[config.mk]
export PLATFORM = sky130hd
export DESIGN_NAME = flt2int_core
export DESIGN_NICKNAME = d
export VERILOG_FILES = /design/src/rtl/flt2int_pkg.sv /design/src/rtl/flt2int_dmem.sv /design/src/rtl/flt2int_core.sv
export SDC_FILE = /design/constraint.sdc
export NUM_CORES = 1
export LEC_CHECK = 0
export ABC_AREA = 1
export CAP_MARGIN = 20
export CORE_AREA = 2 2 39 41
export DETAILED_ROUTE_END_ITERATION = 16
export DIE_AREA = 0 0 41 43
export PLACE_DENSITY = 0.33
export SKIP_CTS_REPAIR_TIMING = 1
export SLEW_MARGIN = 30
export SYNTH_ARGS = -nofsm -noshare
export SYNTH_HDL_FRONTEND = slang
export SYNTH_SLANG_ARGS = --single-unit
[constraint.sdc]
create_clock -name clk -period 1.69 [get_ports clk]
set_input_delay 0.2535 -clock clk [delete_from_list [all_inputs] [get_ports clk]]
set_output_delay 0.2535 -clock clk [all_outputs]
set_load 0.02 [all_outputs]
[src/rtl/flt2int_pkg.sv]
// Shared types and constants for the binary16-to-int16 converter.
// The FSM state encoding and memory map live here so the core and bench agree.
package flt2int_pkg;

    localparam int MEM_DEPTH = 256;
    localparam int IN_ADDR   = 4;
    localparam int OUT_ADDR  = 6;
    localparam int BIAS      = 15;
    localparam int MANT_W    = 10;

    typedef enum logic [2:0] {
        IDLE  = 3'd0,
        RD_HI = 3'd1,
        RD_LO = 3'd2,
        CALC  = 3'd3,
        WR_HI = 3'd4,
        WR_LO = 3'd5,
        DONE  = 3'd6
    } state_e;

endpackage

[src/rtl/flt2int_dmem.sv]
// Single-port byte memory: synchronous write, combinational read.
// The storage array mem_core is left visible for hierarchical preload and inspection.
module flt2int_dmem #(
    parameter int DEPTH = 256,
    parameter int AW    = $clog2(DEPTH)
) (
    input  logic          clk,
    input  logic          we,
    input  logic [AW-1:0] addr,
    input  logic [7:0]    wdata,
    output logic [7:0]    rdata
);

    logic [7:0] mem_core [0:DEPTH-1];

    // NOTE: storage has no reset; a reset must leave previously written bytes intact.
    always_ff @(posedge clk) begin
        if (we) begin
            mem_core[addr] <= wdata;
        end
    end

    assign rdata = mem_core[addr];

endmodule

[src/rtl/flt2int_core.sv]
// Memory-mapped binary16 to int16 converter: on a req falling edge it reads the float
// from the byte memory, rounds half away from zero, writes the result back and pulses ack.
module flt2int_core
    import flt2int_pkg::*;
#(
    parameter int MEM_DEPTH = flt2int_pkg::MEM_DEPTH,
    parameter int IN_ADDR   = flt2int_pkg::IN_ADDR,
    parameter int OUT_ADDR  = flt2int_pkg::OUT_ADDR
) (
    input  logic clk,
    input  logic reset,
    input  logic req,
    output logic ack
);

    localparam int AW = $clog2(MEM_DEPTH);
    localparam logic [AW-1:0] IN_HI_A  = AW'(IN_ADDR);
    localparam logic [AW-1:0] IN_LO_A  = AW'(IN_ADDR + 1);
    localparam logic [AW-1:0] OUT_HI_A = AW'(OUT_ADDR);
    localparam logic [AW-1:0] OUT_LO_A = AW'(OUT_ADDR + 1);

    // Exponent field at which the significand is already an integer (unbiased e = MANT_W).
    localparam logic [4:0] E_INT  = 5'(BIAS + MANT_W);
    localparam logic [4:0] E_HALF = 5'(BIAS - 1);
    localparam logic [4:0] E_ONE  = 5'(BIAS);

    function automatic logic [15:0] flt2int(input logic [15:0] flt);
        logic        sign;
        logic [4:0]  exp_f;
        logic [10:0] mant;
        logic [21:0] wide;
        logic [4:0]  sh;
        logic [4:0]  rnd_idx;
        logic [15:0] mag;
        logic [15:0] res;
        sign    = flt[15];
        exp_f   = flt[14:10];
        mant    = {|exp_f, flt[9:0]};
        wide    = '0;
        sh      = '0;
        rnd_idx = '0;
        mag     = '0;
        if (exp_f >= E_INT) begin
            sh   = exp_f - E_INT;
            wide = {11'd0, mant} << sh;
            mag  = wide[15:0];
        end else if (exp_f >= E_ONE) begin
            // The bit just below the integer LSB decides rounding half away from zero.
            sh      = E_INT - exp_f;
            rnd_idx = (E_INT - 5'd1) - exp_f;
            mag     = 16'(mant >> sh) + 16'(mant[rnd_idx[3:0]]);
        end else if (exp_f == E_HALF) begin
            mag = 16'(mant[10]);
        end
        if (exp_f == 5'd31) begin
            res = sign ? 16'h8000 : 16'h7FFF;
        end else begin
            res = sign ? (~mag + 16'd1) : mag;
        end
        return res;
    endfunction

    state_e      state_q, state_d;
    logic        req_q;
    logic [7:0]  flt_hi_q, flt_hi_d;
    logic [7:0]  flt_lo_q, flt_lo_d;
    logic [15:0] res_q, res_d;

    logic          mem_we;
    logic [AW-1:0] mem_addr;
    logic [7:0]    mem_wdata;
    logic [7:0]    mem_rdata;

    flt2int_dmem #(
        .DEPTH (MEM_DEPTH),
        .AW    (AW)
    ) dm1 (
        .clk   (clk),
        .we    (mem_we),
        .addr  (mem_addr),
        .wdata (mem_wdata),
        .rdata (mem_rdata)
    );

    // NOTE: every signal assigned here gets a default first so no latch is inferred.
    always_comb begin
        state_d   = state_q;
        flt_hi_d  = flt_hi_q;
        flt_lo_d  = flt_lo_q;
        res_d     = res_q;
        mem_we    = 1'b0;
        mem_addr  = IN_HI_A;
        mem_wdata = 8'd0;
        case (state_q)
            IDLE: begin
                if (req_q && !req) begin
                    state_d = RD_HI;
                end
            end
            RD_HI: begin
                mem_addr = IN_HI_A;
                flt_hi_d = mem_rdata;
                state_d  = RD_LO;
            end
            RD_LO: begin
                mem_addr = IN_LO_A;
                flt_lo_d = mem_rdata;
                state_d  = CALC;
            end
            CALC: begin
                res_d   = flt2int({flt_hi_q, flt_lo_q});
                state_d = WR_HI;
            end
            WR_HI: begin
                mem_we    = 1'b1;
                mem_addr  = OUT_HI_A;
                mem_wdata = res_q[15:8];
                state_d   = WR_LO;
            end
            WR_LO: begin
                mem_we    = 1'b1;
                mem_addr  = OUT_LO_A;
                mem_wdata = res_q[7:0];
                state_d   = DONE;
            end
            DONE: begin
                state_d = IDLE;
            end
            default: begin
                state_d = IDLE;
            end
        endcase
    end

    // NOTE: sequential state uses non-blocking assignments so all flops update together.
    always_ff @(posedge clk or negedge reset) begin
        if (!reset) begin
            state_q  <= IDLE;
            req_q    <= 1'b0;
            flt_hi_q <= 8'd0;
            flt_lo_q <= 8'd0;
            res_q    <= 16'd0;
        end else begin
            state_q  <= state_d;
            req_q    <= req;
            flt_hi_q <= flt_hi_d;
            flt_lo_q <= flt_lo_d;
            res_q    <= res_d;
        end
    end

    assign ack = (state_q == DONE);

endmodule

; ---- Word-level counts from Yosys, hierarchy flattened
; Cells that the tools add are included.
[totals]
ff_bits = 4
ramBits = 0
memories = 0
latch_bits = 0
out_inout_bits = 1
rom_bits = 0
word_cells = 14
[op_classes]
n_bitwise = 0
mul = 0
shifts = 0
magnitude_cmp = 0
eq_ne = 7
mux = 2
addsub = 0
reduce_logical = 3
n_div = 0
[ops]
columns = operator, count
row1 = 3-bit case mux with 6 select lines, 1
row2 = "3-bit equality test, second input constant", 3
row3 = "3-bit by 2-bit equality test with 1-bit output, second input constant", 2
row4 = "3-bit by 1-bit equality test with 1-bit output, second input constant", 1
row5 = 3-bit logical NOT, 1
row6 = 3-bit two-way mux, 1
row7 = "2-bit inequality test, second input constant", 1
row8 = 1-bit logical AND, 1
row9 = 1-bit logical NOT, 1

; ---- Longest topological paths before layout
[depth]
word_depth = 4
depth_mapped = 4
ltp_nobuf = 4

; ---- Worst setup path before layout
; OpenSTA, ideal clock, no wires.
[synth_timing]
path_kind = register to output
startpoint = reg state_q[1]
endpoint = out ack
path_slack_ps = 693
stages_incl_launch_ff = 3
t_arrival_ps = 744
required_time_ps = 1436
path_cell_list = dfrtp_1 nand2_1 nor2_1
[synth_via]
elab_chain_len = 1
[synth_rtl]
columns = item, line_no
row1 = from (decl), flt2int_core.sv:63  ; state_e state_q, state_d;
row2 = from (signal assigned), flt2int_core.sv:144  ; state_q <= state_d;
row3 = 3-bit equality test, flt2int_core.sv:152  ; assign ack = (state_q == DONE);
row4 = to (decl), flt2int_core.sv:13  ; output logic ack
; Every way passes these cells.

; ---- Final worst setup path
; Ends and elaborated chain as after synthesis.

==> flow_metrics.py <==
metrics = {
    "drt": {
        "vias": 135,
        "drtIter0Drc": 1,
        "dr.pass1.iters": 3,
        "drt-wirelength-per-cell_um": 7.10,
        "avgViaCountPerCell": 3.29,
        "drc_errors": 0,
        "drtAntennaViolNets": 0,
        "routed_wirelength_um": 291,
    },
    "setup_path": {
        "cpLargestDelayFamily": "flip-flops",
        "cp.arrival_ns": 1.03,
        "crit_fanout": 5,
        "slowest_delay_ns": 0.38,
        "crit_required_ns": 1.44,
        "crit_buf_inv": 1,
        "path_class": "flip-flop to output pin",
        "critical_path.endpoint_type": "output pin",
        "crit_chain": "nand2_1 > nor2_1 > dlymetal6s2s_1",
        "setup.worst_path.start_class": "flip-flop",
        "cp_slowest_cell": "dfrtp_1",
    },
    "grt": {
        "grt_start_max_net_pins": 6,
        "grt_pass1_wl_um": 455,
        "grt_pass1_vias": 127,
        "antenna_found_initial": 0,
        "grt_overflow_total": 0,
        "grt_usage": 0.0444,
    },
    "cts": {
        "clock-root-buffer": "clkbuf_4",
        "cts.sinks": 4,
        "cts_tree": "done",
        "clkLatencyLatePin_ns": 0.24,
        "clk_pin_slew_ns": 0.04,
        "cts_max_level": 1,
        "cts_buffer_depth": 2,
        "cts_buffers": 3,
    },
    "floorplan": {
        "dieWidth_um": 41,
        "initial_utilization": 0.118,
        "die_h_um": 43,
        "core_area_mm2": 0.00138,
        "io_pins": 4,
        "row_count": 14,
        "die_area_mm2": 0.00176,
    },
    "cells_and_area": {
        "post-route-util": 0.173,
        "n_antenna_cell": 0,
        "fin_nets": 30,
        "multi_input_area_um2": 48.8,
        "syn_to_final_growth_pct": 45.8,
        "seqCellArea_um2": 100,
        "layout-drive-gt1-share": 0.160,
        "fillCellCount": 167,
        "final_area_um2": 239,
    },
    "sta": {
        "period_needed_ns": 1.29,
        "slew_headroom": 0.851,
        "tightest_slew_ns": 0.223,
        "hold_violations": 0,
        "finalSetupViolations": 0,
        "layout_setup_ws_ns": 0.404,
        "fmax_mhz": 778,
        "fin_crit_sh": 0.761,
        "finClkSkew_ns": 0.00428,
        "setup-tns-final_ns": 0,
        "slew_viol_final": 0,
        "rsz0062_at_grt": "no",
    },
    "logic_synthesis": {
        "synth_area_leaders": "dfrtp_1 61%, nand2_1 14%, inv_1 9.2%",
        "yosysTopAreaCellShare": 0.611,
        "ys_async_sr_fraction": 1.00,
        "synth_most_common_cell": "nand2_1",
        "ys_ff_latch": 4,
        "ys_top_cells_by_count": "6 x nand2_1, 4 x dfrtp_1, 4 x inv_1, 2 x nor2_1",
        "synth.distinct_cells": 7,
        "syn_area_per_cell_um2": 8.63,
        "syn_nets": 22,
        "synth_top_cell_by_area": "dfrtp_1",
        "ys.flop_type": "dfrtp_1",
        "yosysWarningCount": 0,
        "netlist_instances": 19,
        "synth_edf_count": 0,
        "ys_seq_area_frac": 0.611,
        "synth_area_um2": 164,
    },
    "min_path": {
        "min_path_type": "input port to asynchronous set/reset pin",
    },
    "run_status": {
        "status": "finished clean",
    },
    "place": {
        "post-dp-hpwl_um": 230,
        "portBuffers": 3,
        "place_area_um2": 214,
        "place_ws_ns": 0.260,
        "routabilityCongestion": 0.546,
    },
    "power": {
        "powerDensity_mw_per_mm2": 1710,
        "leakage_nw": 0.136,
        "irDropWorstVdd_mv": 0.438,
    },
    "run": {
        "cap_violations": 0,
    },
}
[sequential cells by signal, indices dropped and copies added, names as in the netlist]
| register | count |
|---|---|
| req_q | 1 |
| state_q | 3 |
[area by class of cell]
type | count | share of cell area
Sequential cell | 4 | 0.419
Multi-Input combinational cell | 11 | 0.204
Timing Repair Buffer | 3 | 0.136
Clock buffer | 3 | 0.0942
Tap cell | 16 | 0.0838
Inverter | 4 | 0.0628
[path summary, 6_finish.rpt]
| path | from | end | slack (ns) | depth (start not counted) |
|---|---|---|---|---|
| worst max-delay path | state_q[1]$_DFFE_PN0P_ | ack | 0.40 | 3 |
| worst min-delay path | reset | state_q[2]$_DFFE_PN0P_ | 0.22 | 1 |
| worst max register to register | state_q[1]$_DFFE_PN0P_ | state_q[0]$_DFFE_PN0P_ | 0.93 | 3 |
| worst min register to register | req_q$_DFF_PN0_ | state_q[0]$_DFFE_PN0P_ | 0.52 | 2 |
| max in group asynchronous | reset | state_q[0]$_DFFE_PN0P_ | 1.31 | 1 |
| min in group clk | req | req_q$_DFF_PN0_ | 0.49 | 1 |
[per-stage QoR]
step | instances | hold WS, ns | total power [mW]
final | 41 | 0.216 | 0.408
after global routing | 41 | 0.215 | 0.441
after CTS | 41 | 0.215 | 0.421
after detailed placement | 38 | 0.472 | 0.295
after global placement | 38 | 0.473 | 0.292
after floorplan | 19 | -0.0421 | 0.252
[cell usage in the layout, fill, tap and decap left out]
cell	Yosys	layout
o21ai_0	1	1
inv_1	4	4
clkdlybuf4s50_1	0	2
nor2_1	2	2
nand2_1	6	6
clkbuf_4	0	3
dlymetal6s2s_1	0	1
a21oi_2	1	1
nand3_1	1	1
dfrtp_1	4	4
[cell families after synthesis]
kind of cell,Yosys count,synth area share
compound gates,2,0.0839
flops,4,0.611
buf+inv,4,0.0916
simple gates,9,0.214
[routing by layer]
layer / vias to the layer above / GRT usage / routed length (µm)
li1: 70 / - / -
met1: 58 / 0.0423 / 111
met2: 7 / 0.0500 / 126
met3: 0 / 0.0628 / 53
met4: 0 / 0.0200 / 0
met5: - / 0 / 0
[power by group]
| group | internal (mW) | switching (mW) | total [mW] | leakage, nW |
|---|---|---|---|---|
| Clock | 0.0795 | 0.0402 | 0.120 | 0.0138 |
| Combinational | 0.0518 | 0.0717 | 0.124 | 0.0739 |
| Sequential | 0.134 | 0.0304 | 0.165 | 0.0484 |
(Power assumes the default switching activity.)
